==> src/rtl/dual_grant_scheduler_if.sv <==
// dual_grant_scheduler_if: request/grant bundle between the request sources,
// the scheduler and the shared grant consumer.
//
// Handshake: a grant pair is transferred on every rising clk edge where
// gnt_valid && gnt_ready. While gnt_valid is high and gnt_ready is low, the
// scheduler holds gnt_first/gnt_second/gnt_second_valid stable. gnt_valid only
// drops after an acceptance or a reset.
interface dual_grant_scheduler_if #(
  parameter int N_REQ = 12,
  parameter int IDW   = 4
);
  logic [N_REQ-1:0] req;
  logic             gnt_ready;
  logic             gnt_valid;
  logic [IDW-1:0]   gnt_first;
  logic [IDW-1:0]   gnt_second;
  logic             gnt_second_valid;
  logic [N_REQ-1:0] pend;
  logic             busy;
  logic [1:0]       dbg_state;

  // Scheduler side
  modport slave (
    input  req, gnt_ready,
    output gnt_valid, gnt_first, gnt_second, gnt_second_valid, pend, busy,
           dbg_state
  );

  // Request source / consumer side
  modport master (
    output req, gnt_ready,
    input  gnt_valid, gnt_first, gnt_second, gnt_second_valid, pend, busy,
           dbg_state
  );
endinterface

==> src/rtl/dual_grant_scheduler.sv <==
// dual_grant_scheduler: latches 12 request lines into a sticky pending
// register and issues a primary/secondary grant pair per transaction.
// Default priority: higher index wins. With DUAL_GRANT_ROUND_ROBIN_EN defined,
// the search starts at a rotating pointer and descends with wrap-around.
// dbg_state exposes the FSM state (0 IDLE, 1 SELECT, 2 GRANT).
module dual_grant_scheduler #(
  parameter int N_REQ = 12,
  parameter int IDW   = 4
) (
  input  logic                   clk,
  input  logic                   reset,
  dual_grant_scheduler_if.slave  bus
);

  typedef enum logic [1:0] {
    IDLE   = 2'd0,
    SELECT = 2'd1,
    GRANT  = 2'd2
  } state_t;

  state_t           state_q;
  logic [N_REQ-1:0] pend_q, pend_d;
  logic [N_REQ-1:0] clr;
  logic             accept;
  logic             gnt_valid_q;
  logic [IDW-1:0]   gnt_first_q, gnt_second_q;
  logic             gnt_second_valid_q;

  logic [IDW-1:0]   search_top;
  logic [IDW-1:0]   sel_first, sel_second;
  logic             sel_found, sel_second_valid;
  logic [IDW-1:0]   scan_idx;
  int               idx;

  assign accept = gnt_valid_q && bus.gnt_ready;

`ifdef DUAL_GRANT_ROUND_ROBIN_EN
  logic [IDW-1:0] ptr_q;
  logic [IDW-1:0] last_idx;

  assign search_top = ptr_q;
  assign last_idx   = gnt_second_valid_q ? gnt_second_q : gnt_first_q;

  // Rotate the search start to just below the last granted index on accept
  always_ff @(posedge clk) begin
    if (reset) begin
      ptr_q <= IDW'(N_REQ - 1);
    end else if (accept) begin
      ptr_q <= (last_idx == '0) ? IDW'(N_REQ - 1) : last_idx - 1'b1;
    end
  end
`else
  assign search_top = IDW'(N_REQ - 1);
`endif

  // Bits of the accepted pair; zero when no transfer happens this edge
  always_comb begin
    clr = '0;
    for (int i = 0; i < N_REQ; i++) begin
      clr[i] = accept && ((gnt_first_q == IDW'(i)) ||
                          (gnt_second_valid_q && (gnt_second_q == IDW'(i))));
    end
  end

  // Set wins over clear so a request re-arms its own accepted grant
  assign pend_d = (pend_q & ~clr) | bus.req;

  // Descending scan of pend from search_top with wrap; first two hits win
  always_comb begin
    sel_first        = '0;
    sel_second       = '0;
    sel_found        = 1'b0;
    sel_second_valid = 1'b0;
    idx              = 0;
    scan_idx         = '0;
    for (int k = 0; k < N_REQ; k++) begin
      idx = int'(search_top) - k;
      if (idx < 0) idx = idx + N_REQ;
      scan_idx = IDW'(idx);
      if (pend_q[scan_idx]) begin
        if (!sel_found) begin
          sel_first = scan_idx;
          sel_found = 1'b1;
        end else if (!sel_second_valid) begin
          sel_second       = scan_idx;
          sel_second_valid = 1'b1;
        end
      end
    end
  end

  // Sticky pending register
  always_ff @(posedge clk) begin
    if (reset) pend_q <= '0;
    else       pend_q <= pend_d;
  end

  // Transaction FSM with registered grant outputs
  always_ff @(posedge clk) begin
    if (reset) begin
      state_q            <= IDLE;
      gnt_valid_q        <= 1'b0;
      gnt_first_q        <= '0;
      gnt_second_q       <= '0;
      gnt_second_valid_q <= 1'b0;
    end else begin
      case (state_q)
        IDLE: begin
          if (pend_q != '0) state_q <= SELECT;
        end
        SELECT: begin
          gnt_first_q        <= sel_first;
          gnt_second_q       <= sel_second;
          gnt_second_valid_q <= sel_second_valid;
          gnt_valid_q        <= 1'b1;
          state_q            <= GRANT;
        end
        GRANT: begin
          if (accept) begin
            gnt_valid_q <= 1'b0;
            state_q     <= (pend_d != '0) ? SELECT : IDLE;
          end
        end
        default: begin
          state_q     <= IDLE;
          gnt_valid_q <= 1'b0;
        end
      endcase
    end
  end

  assign bus.gnt_valid        = gnt_valid_q;
  assign bus.gnt_first        = gnt_first_q;
  assign bus.gnt_second       = gnt_second_q;
  assign bus.gnt_second_valid = gnt_second_valid_q;
  assign bus.pend             = pend_q;
  assign bus.busy             = (state_q != IDLE);
  assign bus.dbg_state        = state_q;

endmodule

==> src/flat_wrapper.sv <==
// flat-port wrapper written by rule: the top's interface ports become plain ports
module dual_grant_scheduler_flat 
#(
  parameter int N_REQ = 12,
  parameter int IDW   = 4
)
  (clk, reset, bus_req, bus_gnt_ready, bus_gnt_valid, bus_gnt_first, bus_gnt_second, bus_gnt_second_valid, bus_pend, bus_busy, bus_dbg_state);
  dual_grant_scheduler_if #(.N_REQ(N_REQ), .IDW(IDW)) bus_i ();
  input  logic clk;
  input  logic reset;
  input wire logic [$bits(bus_i.req)-1:0] bus_req;
  input wire logic [$bits(bus_i.gnt_ready)-1:0] bus_gnt_ready;
  output wire logic [$bits(bus_i.gnt_valid)-1:0] bus_gnt_valid;
  output wire logic [$bits(bus_i.gnt_first)-1:0] bus_gnt_first;
  output wire logic [$bits(bus_i.gnt_second)-1:0] bus_gnt_second;
  output wire logic [$bits(bus_i.gnt_second_valid)-1:0] bus_gnt_second_valid;
  output wire logic [$bits(bus_i.pend)-1:0] bus_pend;
  output wire logic [$bits(bus_i.busy)-1:0] bus_busy;
  output wire logic [$bits(bus_i.dbg_state)-1:0] bus_dbg_state;
  assign bus_i.req = bus_req;
  assign bus_i.gnt_ready = bus_gnt_ready;
  assign bus_gnt_valid = bus_i.gnt_valid;
  assign bus_gnt_first = bus_i.gnt_first;
  assign bus_gnt_second = bus_i.gnt_second;
  assign bus_gnt_second_valid = bus_i.gnt_second_valid;
  assign bus_pend = bus_i.pend;
  assign bus_busy = bus_i.busy;
  assign bus_dbg_state = bus_i.dbg_state;
  dual_grant_scheduler #(.N_REQ(N_REQ), .IDW(IDW)) u_core (.clk(clk), .reset(reset), .bus(bus_i));
endmodule
==> config.mk <==
export PLATFORM = sky130hd
export DESIGN_NAME = dual_grant_scheduler_flat
export DESIGN_NICKNAME = d
export VERILOG_FILES = /design/src/rtl/dual_grant_scheduler_if.sv /design/src/rtl/dual_grant_scheduler.sv /design/src/flat_wrapper.sv
export SDC_FILE = /design/constraint.sdc
export NUM_CORES = 1
export LEC_CHECK = 0
export ABC_AREA = 1
export BUFFER_PORTS_ARGS = -buffer_cell sky130_fd_sc_hd__buf_2
export CORE_ASPECT_RATIO = 1.75
export CORE_MARGIN = 2
export CORE_UTILIZATION = 54
export DETAILED_ROUTE_END_ITERATION = 7
export HOLD_SLACK_MARGIN = 0.05
export PLACE_DENSITY = 0.84
export SYNTH_ARGS = -nofsm -noshare
export SYNTH_HDL_FRONTEND = slang
export SYNTH_SLANG_ARGS = --single-unit
==> constraint.sdc <==
create_clock -name clk -period 2.3 [get_ports clk]
set_input_delay 0.115 -clock clk [delete_from_list [all_inputs] [get_ports clk]]
set_output_delay 0.115 -clock clk [all_outputs]
set_load 0.02 [all_outputs]
After elaboration in Yosys (flattened, before gate mapping)
Index checks and enable logic that the tools add are counted.
{"block": "word_totals", "register_bits": 24, "in_bits": 15, "out_inout_bits": 25, "word_cells": 175}
{"block": "classes", "n_eq_ne": 26, "n_mux": 94, "n_bitwise": 4, "n_reduce_logical": 45}
{"cell": "4-bit two-way mux", "n": 55}
{"cell": "1-bit two-way mux", "n": 35}
{"cell": "4-bit by 3-bit == test with 1-bit output, second input constant", "n": 8}
{"cell": "4-bit == test, second input constant", "n": 8}
{"cell": "1-bit logical AND", "n": 25}
{"cell": "12-bit nonzero test", "n": 2}
{"cell": "4-bit by 2-bit == test with 1-bit output, second input constant", "n": 4}
{"cell": "12-bit AND", "n": 1}
{"cell": "1-bit logical OR", "n": 12}
{"cell": "12-bit inverter", "n": 1}
{"cell": "12-bit bitwise OR", "n": 1}
{"cell": "4-bit by 1-bit == test with 1-bit output, second input constant", "n": 2}
{"cell": "4-bit zero test", "n": 2}
{"cell": "2-bit case mux with 3 select lines", "n": 1}
{"cell": "2-bit two-way mux", "n": 2}
{"cell": "2-bit by 1-bit != test with 1-bit output, second input constant", "n": 2}
{"cell": "2-bit AND reduction", "n": 2}
{"cell": "1-bit case mux with 3 select lines", "n": 1}
{"cell": "2-bit by 1-bit == test with 1-bit output, second input constant", "n": 1}
{"cell": "2-bit == test, second input constant", "n": 1}
{"cell": "2-bit zero test", "n": 1}
{"cell": "2-bit nonzero test", "n": 1}
{"cell": "1-bit inverter", "n": 1}

Logic depth before layout (Yosys ltp)
Gate-level depths: netlist of run 1.
{"block": "depth", "ltp_word": 33, "mapped_depth": 17, "depth_no_buf": 17}

Least setup slack after synthesis of run 1
Ideal clock, no wire load.
{"block": "synth_timing", "path_type": "register to register", "from": "register u_core.pend_q[11], in the netlist u_core.bus.pend[11]", "to": "register u_core.gnt_first_q[0], in the netlist u_core.bus.gnt_first[0]", "setup_ns": 0.109, "arrival_time_ns": 1.922, "t_required_ns": 2.191, "path_slack_ns": 0.269, "stages_incl_launch_ff": 17, "n_path_buf": 0, "synth_period_minus_slack_ns": 2.031, "cell_sequence": "dfxtp_1 inv_1 ha_1 nand2_4 nor2_8 nand2_2 nand2_1 inv_2 nand2_1 nand3_2 nand3_1 nand3_2 nand3_1 nand2_1 nand3_1 nand2_1 inv_1"}
{"block": "synth_via", "elab_chain_len": 23, "elab_cells_between_ends": 34, "classes_between": "34 x mux"}
{"item": "from (decl)", "line_no": "dual_grant_scheduler.sv:22", "text": "logic [N_REQ-1:0] pend_q, pend_d;"}
{"item": "from (signal assigned)", "line_no": "dual_grant_scheduler.sv:95", "text": "else pend_q <= pend_d;"}
{"item": "4-bit two-way mux or 1-bit two-way mux (tied branches)", "line_no": "dual_grant_scheduler.sv:80", "text": "if (pend_q[scan_idx]) begin"}
{"item": "4-bit two-way mux", "line_no": "dual_grant_scheduler.sv:81", "text": "if (!sel_found) begin"}
{"item": "4-bit two-way mux", "line_no": "dual_grant_scheduler.sv:80"}
{"item": "4-bit two-way mux", "line_no": "dual_grant_scheduler.sv:81"}
{"item": "4-bit two-way mux", "line_no": "dual_grant_scheduler.sv:80"}
{"item": "4-bit two-way mux", "line_no": "dual_grant_scheduler.sv:81"}
{"item": "4-bit two-way mux", "line_no": "dual_grant_scheduler.sv:80"}
{"item": "4-bit two-way mux", "line_no": "dual_grant_scheduler.sv:81"}
{"item": "(+7 left out)"}
{"item": "4-bit two-way mux", "line_no": "dual_grant_scheduler.sv:81"}
{"item": "4-bit two-way mux", "line_no": "dual_grant_scheduler.sv:80"}
{"item": "4-bit two-way mux", "line_no": "dual_grant_scheduler.sv:81"}
{"item": "4-bit two-way mux", "line_no": "dual_grant_scheduler.sv:80"}
{"item": "4-bit two-way mux", "line_no": "dual_grant_scheduler.sv:81"}
{"item": "4-bit two-way mux", "line_no": "dual_grant_scheduler.sv:80"}
{"item": "4-bit two-way mux", "line_no": "dual_grant_scheduler.sv:81"}
{"item": "4-bit two-way mux (*)", "line_no": "dual_grant_scheduler.sv:80"}
{"item": "to (signal assigned)", "line_no": "dual_grant_scheduler.sv:112", "text": "gnt_first_q <= sel_first;"}
{"item": "to (decl)", "line_no": "dual_grant_scheduler.sv:26", "text": "logic [IDW-1:0] gnt_first_q, gnt_second_q;"}
Mark *: on every way between the ends. The rest lies on a longest branch, timed or not.
A chain may end at the register's enable or synchronous reset.

Worst setup path in the final report of run 1
Same ends and word-level chain as after synthesis.

==> impl_metrics.env, run 1 <==
export IMPL_r2r_end="u_core.bus.gnt_first[0]"
export IMPL_wl_per_cell_um=13.8
export IMPL_synth_edf_count=0
export IMPL_ys_ff_latch=24
export IMPL_num_vias=1902
export IMPL_start_util_pct=55.8
export IMPL_synth_warnings=0
export IMPL_ys_flop_type="dfxtp_1"
export IMPL_fp_dieH_um=79.0
export IMPL_ioPinCount=40
export IMPL_setup_viol=0
export IMPL_dr_pass1_iters=4
export IMPL_rsz0062_at_grt="false"
export IMPL_vias_per_cell=5.40
export IMPL_grt_pass1_wl_um=7760
export IMPL_max_freq_ghz=0.480
export IMPL_fp_dieArea_um2=3700
export IMPL_start_kind="register"
export IMPL_ant_nets=0
export IMPL_num_rows=27
export IMPL_synth_cell_type_count=32
export IMPL_slew_headroom_pct=67.9
export IMPL_setup_tns_ns=0
export IMPL_peakVddDrop_mv=0.514
export IMPL_port_buffers=39
export IMPL_cp_max_fo=5
export IMPL_antenna_cells=0
export IMPL_synthMuxAreaShare_pct=0
export IMPL_drv_slew=0
export IMPL_hold_path_class="primary input to register"
export IMPL_synthToLayoutAreaGrowth_pct=18.5
export IMPL_crit_type="register to register"
export IMPL_track_usage_pct=28.2
export IMPL_fp_dieW_um=46.9
export IMPL_drv_cap=0
export IMPL_finalHoldViolations=0
export IMPL_async_reset_ff_share_pct=0
export IMPL_synth_top_area_share_pct=27.7
export IMPL_status="complete, no violations"
export IMPL_yosysTopAreaCell="dfxtp_1"
export IMPL_core_region_area_um2=3110
export IMPL_hp_start="bus_req[7]"
export IMPL_slowest_stage="dfxtp_1"
export IMPL_power_density_nw_per_um2=648
export IMPL_pwr_share_comb_pct=33.8
export IMPL_crit_end="u_core.bus.gnt_first[0]"
export IMPL_tightestPinTransition_ns=0.477
export IMPL_path_cells="inv_1, ha_2, nand2_4, nor2_8, nand2_2, nor2_4, inv_4, nor2_8, nand2_2, nand2_2, inv_2, nand2_1, nand3_1, nand2_1, nand3_1, nand2_1, inv_1"
export IMPL_synth_area_top_cells="dfxtp_1 28%, nand2_1 13%, inv_1 8.0%"
export IMPL_grt_start_max_net_pins=22
export IMPL_critPathLaunch="u_core.bus.pend[11]"
export IMPL_rr_worst_depth=17
export IMPL_htreeDepth=1
export IMPL_cts_tree="done"
export IMPL_synth_top_family_by_area="simple AND/OR/NAND/NOR gates"
export IMPL_synth_most_common_cell="nand2_1"
export IMPL_p_int_mw=0.842
export IMPL_synthCells=268
export IMPL_synth_simple_area_share_pct=37.3
export IMPL_cp_slowest_stage_delay_ns=0.35
export IMPL_layout_min_cycle_time_ns=2.08
export IMPL_cp_data_arrival_time_ns=2.26
export IMPL_drc=0
export IMPL_clk_latency_ns=0.27
export IMPL_cp_end_kind="register"
export IMPL_seq_area_frac_synth_pct=27.7
export IMPL_finalCritPeriodShare_pct=90.5
export IMPL_numCtsBuffers=3
export IMPL_sw_frac_of_total_pct=36.8
export IMPL_final_util_pct=66.2
export IMPL_yosys_top_cells_count="59 x nand2_1, 37 x inv_1, 24 x dfxtp_1"
export IMPL_synthXorXnorAreaFrac_pct=0
export IMPL_routed_wl_um=4840
export IMPL_synth_compound_area_share_pct=20.2
export IMPL_syn_area_per_cell_um2=6.48
export IMPL_clockRootBuffer="clkbuf_8"
export IMPL_drt_iter0_drc=74
export IMPL_synth_fa_ha_area_share_pct=3.60
export IMPL_synth_nets=288
export IMPL_clk_path_buf_depth=2
export IMPL_antenna_found_initial=0
export IMPL_r2r_start="u_core.bus.pend[11]"
export IMPL_path_clk_slew_ns=0.08
export IMPL_switching_power_mw=0.490
export IMPL_p_seq_share_pct=38.3
export IMPL_layout_drive_gt1_share_pct=25.6
export IMPL_cp_required_ns=2.47
export IMPL_p_clk_share_pct=27.9
export IMPL_power_leakage_nw=1.02
export IMPL_place_congestion=0.952
export IMPL_overflow=0
export IMPL_grt_pass1_vias=1820
export IMPL_cts_post_setup_buffers_inserted=0
export IMPL_post_dp_hpwl_um=4000
export IMPL_r2r_slack_ns=0.22
export IMPL_fin_skew_ns=0.00473
export IMPL_fin_nets=330
export IMPL_cts_sinks=24
export IMPL_syn_cell_area_um2=1740
-- registers in the layout, summed over array words and instances (netlist names) --
name / count
u_core.bus.gnt_second: 4
u_core.bus.pend: 12
u_core.bus.gnt_valid: 1
u_core.bus.gnt_second_valid: 1
u_core.bus.dbg_state: 2
u_core.bus.gnt_first: 4
-- cells by family after synthesis --
family | after synthesis
compound gates | 61
simple gates | 127
buf+inv | 51
flops | 24
fa+ha+maj | 5
-- routing by layer --
metal | up-vias | part of all wire, % | GRT usage [%] | wire, µm
met1 | 866 | 37 | 30.2 | 1800
met5 | - | 0 | 0 | 0
met2 | 59 | 55 | 51.5 | 2660
met4 | 0 | 3.3 | 11.1 | 158
li1 | 962 | - | - | -
met3 | 15 | 4.5 | 3.64 | 219
-- layout make-up --
class	count	area, µm²
Multi-Input combinational cell	193	1060
Clock buffer	3	41.3
Tap cell	43	53.8
Sequential cell	24	480
Inverter	47	179
Clock inverter	1	30.0
Timing Repair Buffer	41	210
Fill cell	307	1050
-- placed cells by master (no fill, tap or decap), types with 4 or more instances in the layout --
master	instances
nand2_2	7
ha_1	4
inv_2	8
inv_1	37
o22ai_1	13
nor2_1	19
dfxtp_1	24
nor2_4	5
nand3_1	22
a21oi_1	22
nand3_2	5
buf_2	39
o21ai_0	13
nand2_1	59
-- stage by stage --
stage,setup WS [ns],power [mW],hold slack (ns),cells,cell area (µm²)
CTS,0.173,1.33,0.0610,352,2050
floorplan,0.269,0.834,0.243,268,1740
global placement,0.264,0.962,0.335,348,1980
finish,0.217,1.33,0.0633,352,2060
global route,0.00473,1.41,0.0628,352,2060
detailed placement,0.189,0.965,0.340,348,1980
-- worst max-delay path: cells and delay by family (launching register included) --
family / cells / cell delay [ns]
fa+ha+maj: 1 / 0.26
buf+inv: 4 / 0.30
simple gates: 12 / 1.08
flops: 1 / 0.35
-- what timing repair did --
item | 4_1_cts | 5_1_grt
hold buffers | 0 | 0
endpoints found under the setup margin | 0 | 1
gates resized for setup | 0 | 1
-- power groups by stage --
stage               logic, mW  registers, mW  clock network, mW
floorplan               0.277          0.556                  0
global placement        0.444          0.518                  0
detailed placement      0.446          0.519                  0
CTS                     0.449          0.509              0.376
global route            0.501          0.517              0.396
finish                  0.450          0.510              0.372
-- how the worst min path moves through the flow --
stage                         end  slack, ns  cells past startpoint
2_1_floorplan  u_core.bus.pend[7]       0.24                      2
3_3_place_gp   u_core.bus.pend[3]       0.34                      3
3_5_place_dp   u_core.bus.pend[7]       0.34                      3
4_1_cts        u_core.bus.pend[7]       0.06                      3
5_1_grt        u_core.bus.pend[7]       0.06                      3
6_report       u_core.bus.pend[7]       0.06                      3
No activity file was read; power rests on OpenSTA's default activity.
==> inputs of run 2 (changes only) <==
--- a/config.mk
+++ b/config.mk
@@ -9,10 +9,11 @@
 export BUFFER_PORTS_ARGS = -buffer_cell sky130_fd_sc_hd__buf_2
 export CORE_ASPECT_RATIO = 1.75
 export CORE_MARGIN = 2
-export CORE_UTILIZATION = 54
+export CORE_UTILIZATION = 56
+export CTS_BUF_LIST = sky130_fd_sc_hd__clkbuf_2
 export DETAILED_ROUTE_END_ITERATION = 7
 export HOLD_SLACK_MARGIN = 0.05
-export PLACE_DENSITY = 0.84
+export PLACE_DENSITY = 0.86
 export SYNTH_ARGS = -nofsm -noshare
 export SYNTH_HDL_FRONTEND = slang
 export SYNTH_SLANG_ARGS = --single-unit
==> impl_metrics.env, run 2 (same netlist as run 1, synthesis figures left out) <==
export IMPL_fp_dieH_um=77.6
export IMPL_power_density_nw_per_um2=594
export IMPL_core_region_area_um2=2930
export IMPL_numCtsBuffers=3
export IMPL_fp_dieArea_um2=3580
export IMPL_num_rows=26
export IMPL_nFillCells=251
export IMPL_num_vias=2004
export IMPL_drv_cap=0
export IMPL_ant_nets=0
export IMPL_ioPinCount=40
export IMPL_cp_end_kind="register"
export IMPL_whs_ns=0.156
export IMPL_peakVddDrop_mv=0.467
export IMPL_clk_path_buf_depth=2
export IMPL_drt_iter0_drc=63
export IMPL_status="complete, no violations"
export IMPL_drv_slew=0
export IMPL_antenna_found_initial=0
export IMPL_power_leakage_nw=1.07
export IMPL_rr_worst_depth=17
export IMPL_grt_pass1_vias=1904
export IMPL_start_util_pct=59.3
export IMPL_routed_wl_um=5170
export IMPL_final_common_cell="nand2_1"
export IMPL_hold_path_class="primary input to register"
export IMPL_cts_sinks=24
export IMPL_dr_pass1_iters=5
export IMPL_port_buffers=39
export IMPL_r2r_slack_ns=0.27
export IMPL_crit_type="register to register"
export IMPL_final_cells=350
export IMPL_finalHoldViolations=0
export IMPL_design_area_um2=2150
export IMPL_synthToLayoutAreaGrowth_pct=24.0
export IMPL_post_dp_hpwl_um=3940
export IMPL_rsz0062_at_grt="false"
export IMPL_setup_viol=0
export IMPL_min_to="u_core.bus.pend[0]"
export IMPL_start_kind="register"
export IMPL_max_freq_ghz=0.492
export IMPL_cts_post_setup_buffers_inserted=0
export IMPL_fin_skew_ns=0.00197
export IMPL_drc=0
export IMPL_vias_per_cell=5.73
export IMPL_hp_start="reset"
export IMPL_fin_nets=343
export IMPL_grt_start_max_net_pins=22
export IMPL_cp_data_arrival_time_ns=2.33
export IMPL_path_clk_slew_ns=0.24
export IMPL_antenna_cells=0
export IMPL_wl_per_cell_um=14.8
export IMPL_layout_common_cells="59 x nand2_1, 39 x buf_2, 36 x inv_1"
export IMPL_finalCritPeriodShare_pct=88.4
export IMPL_setup_tns_ns=0
export IMPL_htreeDepth=1
export IMPL_largest_reg_flops=12
export IMPL_grt_pass1_wl_um=8410
export IMPL_track_usage_pct=30.9
export IMPL_fp_dieW_um=46.1
export IMPL_dp_cells=333
export IMPL_layout_min_cycle_time_ns=2.03
export IMPL_overflow=0
export IMPL_cts_tree="done"
export IMPL_cp_max_fo=5
export IMPL_cp_required_ns=2.59
export IMPL_clockRootBuffer="clkbuf_2"
export IMPL_r2r_start="u_core.bus.pend[11]"
export IMPL_tightestPinTransition_ns=0.437
export IMPL_whs_path_depth=2
export IMPL_clk_latency_ns=0.35
export IMPL_r2r_end="u_core.bus.gnt_first[0]"
export IMPL_dpl_instance_area_um2=1960
export IMPL_slew_headroom_pct=70.8
export IMPL_place_congestion=0.983
export IMPL_layout_drive_gt1_share_pct=24.8
==> run 2: changes by cell type in the layout (fill, tap and decap cells not counted), sizes merged <==
cell,before,now
dlygate4sd3,0,13
==> run 2: final cells by class <==
cell class	instances	area (µm²)	share of cell area [%]
Multi-Input combinational cell	193	1070	49.8
Sequential cell	24	480	22.3
Timing Repair Buffer	54	340	15.8
Inverter	47	179	8.31
Tap cell	28	35.0	1.63
Clock inverter	1	30.0	1.40
Clock buffer	3	15.0	0.698
==> run 2: power breakdown <==
group | internal [mW] | leakage, nW | switching (mW)
registers | 0.457 | 0.199 | 0.0544
logic | 0.171 | 0.841 | 0.309
clock network | 0.150 | 0.0266 | 0.136
==> run 2: metal layers <==
layer / vias up / wire (µm) / global-route usage (%) / part of all wire [%]
met5: - / 0 / 0 / 0
met4: 0 / 257 / 13.7 / 5.0
met3: 23 / 221 / 1.40 / 4.3
met2: 94 / 2770 / 55.8 / 54
met1: 900 / 1920 / 34.4 / 37
li1: 987 / - / - / -
==> run 2: per-stage QoR <==
stage	setup slack, ns	util, %	power [mW]
after floorplan	0.269	-	0.834
after CTS	0.0889	72.7	1.26
final	0.266	73.5	1.28
after detailed placement	0.111	67.1	0.965
after global routing	0.0695	73.5	1.35
after global placement	0.179	67.1	0.961
==> run 2: critical path: stages (launching register included) <==
cell and delay, ns:
dfxtp_1 0.40, inv_2 0.12, ha_4 0.18, nand2_4 0.08, nor2_8 0.12, nand2_2 0.10
nor2_4 0.12, inv_4 0.06, nor2_8 0.10, nand2_2 0.08, nand2_2 0.09, inv_2 0.04
nand2_1 0.09, nand3_1 0.08, nand3_1 0.09, nand3_1 0.10, nand2_1 0.07, inv_1 0.03
==> run 2: worst max path at each step <==
stage / from / to / depth (start not counted)
CTS: u_core.bus.pend[11] / u_core.bus.gnt_first[0] / 17
global route: u_core.bus.pend[11] / u_core.bus.gnt_first[0] / 17
finish: u_core.bus.pend[11] / u_core.bus.gnt_first[0] / 17
floorplan: u_core.bus.pend[11] / u_core.bus.gnt_first[0] / 16
global placement: u_core.bus.pend[11] / u_core.bus.gnt_first[0] / 17
detailed placement: u_core.bus.pend[11] / u_core.bus.gnt_first[0] / 17
==> run 2: timing repair <==
action | in CTS | in global routing
hold buffers | 12 | 1
hold endpoints to repair | 13 | 1
setup endpoints to repair | 0 | 3
gates resized for setup | 0 | 3
==> inputs of run 3 (changes only) <==
--- a/config.mk
+++ b/config.mk
@@ -7,12 +7,14 @@
 export LEC_CHECK = 0
 export ABC_AREA = 1
 export BUFFER_PORTS_ARGS = -buffer_cell sky130_fd_sc_hd__buf_2
+export CAP_MARGIN = 20
 export CORE_ASPECT_RATIO = 1.75
 export CORE_MARGIN = 2
 export CORE_UTILIZATION = 56
 export CTS_BUF_LIST = sky130_fd_sc_hd__clkbuf_2
 export DETAILED_ROUTE_END_ITERATION = 7
 export HOLD_SLACK_MARGIN = 0.05
+export MAX_ROUTING_LAYER = met4
 export PLACE_DENSITY = 0.86
 export SYNTH_ARGS = -nofsm -noshare
 export SYNTH_HDL_FRONTEND = slang
==> impl_metrics.env, run 3 (same netlist as run 1, synthesis figures left out) <==
export IMPL_status="complete, no violations"
export IMPL_final_util_pct=71.7
export IMPL_path_cells="inv_1, ha_4, nand2_4, nor2_8, nand2_2, nor2_4, inv_4, nor2_8, nand2_2, nand2_2, inv_2, nand2_1, nand3_1, nand2_1, nand3_1, nand2_1, inv_1"
export IMPL_largest_reg_flops=12
export IMPL_num_vias=1932
export IMPL_drt_iter0_drc=64
export IMPL_cp_max_fo=5
export IMPL_layout_drive_gt1_share_pct=24.8
export IMPL_wl_per_cell_um=14.6
export IMPL_fin_skew_ns=0.0245
export IMPL_clockRootBuffer="clkbuf_2"
export IMPL_core_region_area_um2=2930
export IMPL_antenna_cells=0
export IMPL_cp_end_kind="register"
export IMPL_cts_sinks=24
export IMPL_grt_pass1_wl_um=8140
export IMPL_drc=0
export IMPL_cts_tree="done"
export IMPL_p_seq_share_pct=44.3
export IMPL_path_buf_inv=4
export IMPL_ioPinCount=40
export IMPL_start_kind="register"
export IMPL_finalCritPeriodShare_pct=91.7
export IMPL_p_int_mw=0.662
export IMPL_numCtsBuffers=3
export IMPL_drv_cap=0
export IMPL_dr_pass1_iters=4
export IMPL_p_clk_share_pct=14.9
export IMPL_fp_dieH_um=77.6
export IMPL_layout_min_cycle_time_ns=2.11
export IMPL_hold_path_class="primary input to register"
export IMPL_place_congestion=0.965
export IMPL_clk_latency_ns=0.37
export IMPL_drv_slew=0
export IMPL_switching_power_mw=0.491
export IMPL_overflow=0
export IMPL_cp_data_arrival_time_ns=2.43
export IMPL_setup_viol=0
export IMPL_fin_nets=340
export IMPL_crit_type="register to register"
export IMPL_nFillCells=272
export IMPL_fp_dieW_um=46.1
export IMPL_grt_met3_usage_pct=2.33
export IMPL_pwr_share_comb_pct=40.8
export IMPL_slowest_stage="dfxtp_1"
export IMPL_gr_max_usage_layer="met2"
export IMPL_layout_common_cells="59 x nand2_1, 39 x buf_2, 37 x inv_1"
export IMPL_power_density_nw_per_um2=550
export IMPL_antenna_found_initial=0
export IMPL_power_leakage_nw=1.04
export IMPL_post_dp_hpwl_um=3950
export IMPL_grt_pass1_vias=1870
export IMPL_whs_ns=0.0445
export IMPL_fp_dieArea_um2=3580
export IMPL_cp_required_ns=2.62
export IMPL_start_util_pct=59.3
export IMPL_num_rows=26
export IMPL_ant_nets=0
export IMPL_tightestPinTransition_ns=0.438
export IMPL_critPathTopFamily="simple AND/OR/NAND/NOR gates"
export IMPL_synthToLayoutAreaGrowth_pct=20.9
export IMPL_path_clk_slew_ns=0.24
export IMPL_routed_wl_um=5060
export IMPL_setup_tns_ns=0
export IMPL_finalHoldViolations=0
export IMPL_htreeDepth=1
export IMPL_gr_usage_met2_pct=57.2
export IMPL_peakVddDrop_mv=0.424
export IMPL_grtUsageMet1_pct=31.1
export IMPL_track_usage_pct=31.0
export IMPL_final_common_cell="nand2_1"
export IMPL_max_freq_ghz=0.474
export IMPL_grt_start_max_net_pins=22
export IMPL_vias_per_cell=5.57
export IMPL_rsz0062_at_grt="false"
export IMPL_clk_path_buf_depth=2
export IMPL_cts_post_setup_buffers_inserted=0
export IMPL_port_buffers=39
export IMPL_slew_headroom_pct=70.7
export IMPL_cp_slowest_stage_delay_ns=0.40
export IMPL_sw_frac_of_total_pct=42.6
run 3: cell types whose count changed in the layout (fill, tap and decap cells not counted):
cell	change
bufinv_16	-1
clkinv_1	+1
dlygate4sd3_1	-3
inv_1	+1
inv_2	-1
nor2_1	-1
nor2_2	+1
run 3: what timing repair did:
item / 4_1_cts / 5_1_grt
setup endpoints to repair: 0 / 3
hold buffers: 10 / 0
resized for setup: 0 / 3
endpoints found under the hold margin: 10 / 0
run 3: layout make-up:
type                            instances  area (µm²)  share of cell area (%)
Clock buffer                            3        15.0                   0.716
Timing Repair Buffer                   51         310                    14.8
Sequential cell                        24         480                    22.9
Tap cell                               28        35.0                    1.67
Multi-Input combinational cell        193        1070                    51.2
Clock inverter                          1        3.75                   0.179
Inverter                               47         179                    8.53
run 3: final timing paths:
kind	start	endpoint	slack, ns	depth (start not counted)
worst max-delay path	u_core.bus.pend[11]	u_core.bus.gnt_first[0]	0.19	17
worst min register to register	u_core.bus.gnt_first[2]	u_core.bus.gnt_first[2]	0.51	2
worst max register to register	u_core.bus.pend[11]	u_core.bus.gnt_first[0]	0.19	17
worst min-delay path	bus_req[9]	u_core.bus.pend[9]	0.04	4
run 3: per-layer routing:
metal  vias to the layer above  wire [µm]  part of all wire [%]
li1                        975          -                     -
met1                       874       1940                    38
met2                        64       2790                    55
met3                        19        175                   3.5
met4                         0        146                   2.9
met5                         -          0                     0
run 3: per-stage QoR:
stage	setup WS, ns	std cells	cell area, µm²	power, mW
final	0.191	347	2100	1.15
after floorplan	0.269	268	1740	0.834
after detailed placement	0.176	333	1960	0.963
after CTS	0.136	347	2080	1.14
after global routing	0.0423	347	2100	1.22
after global placement	0.247	333	1960	0.960
run 3: power by group through the flow:
stage / sequential [mW] / clock (mW) / combinational, mW
CTS: 0.510 / 0.172 / 0.462
global route: 0.518 / 0.185 / 0.517
global placement: 0.517 / 0 / 0.443
finish: 0.511 / 0.172 / 0.471
floorplan: 0.556 / 0 / 0.277
detailed placement: 0.518 / 0 / 0.445
run 3: worst reg2reg max path: cells and delay by family, from the launching register on:
family                     cells  cell delay, ns
adders and majority gates      1            0.20
buffers and inverters          4            0.33
DFF                            1            0.40
and+or+nand+nor               12            1.13
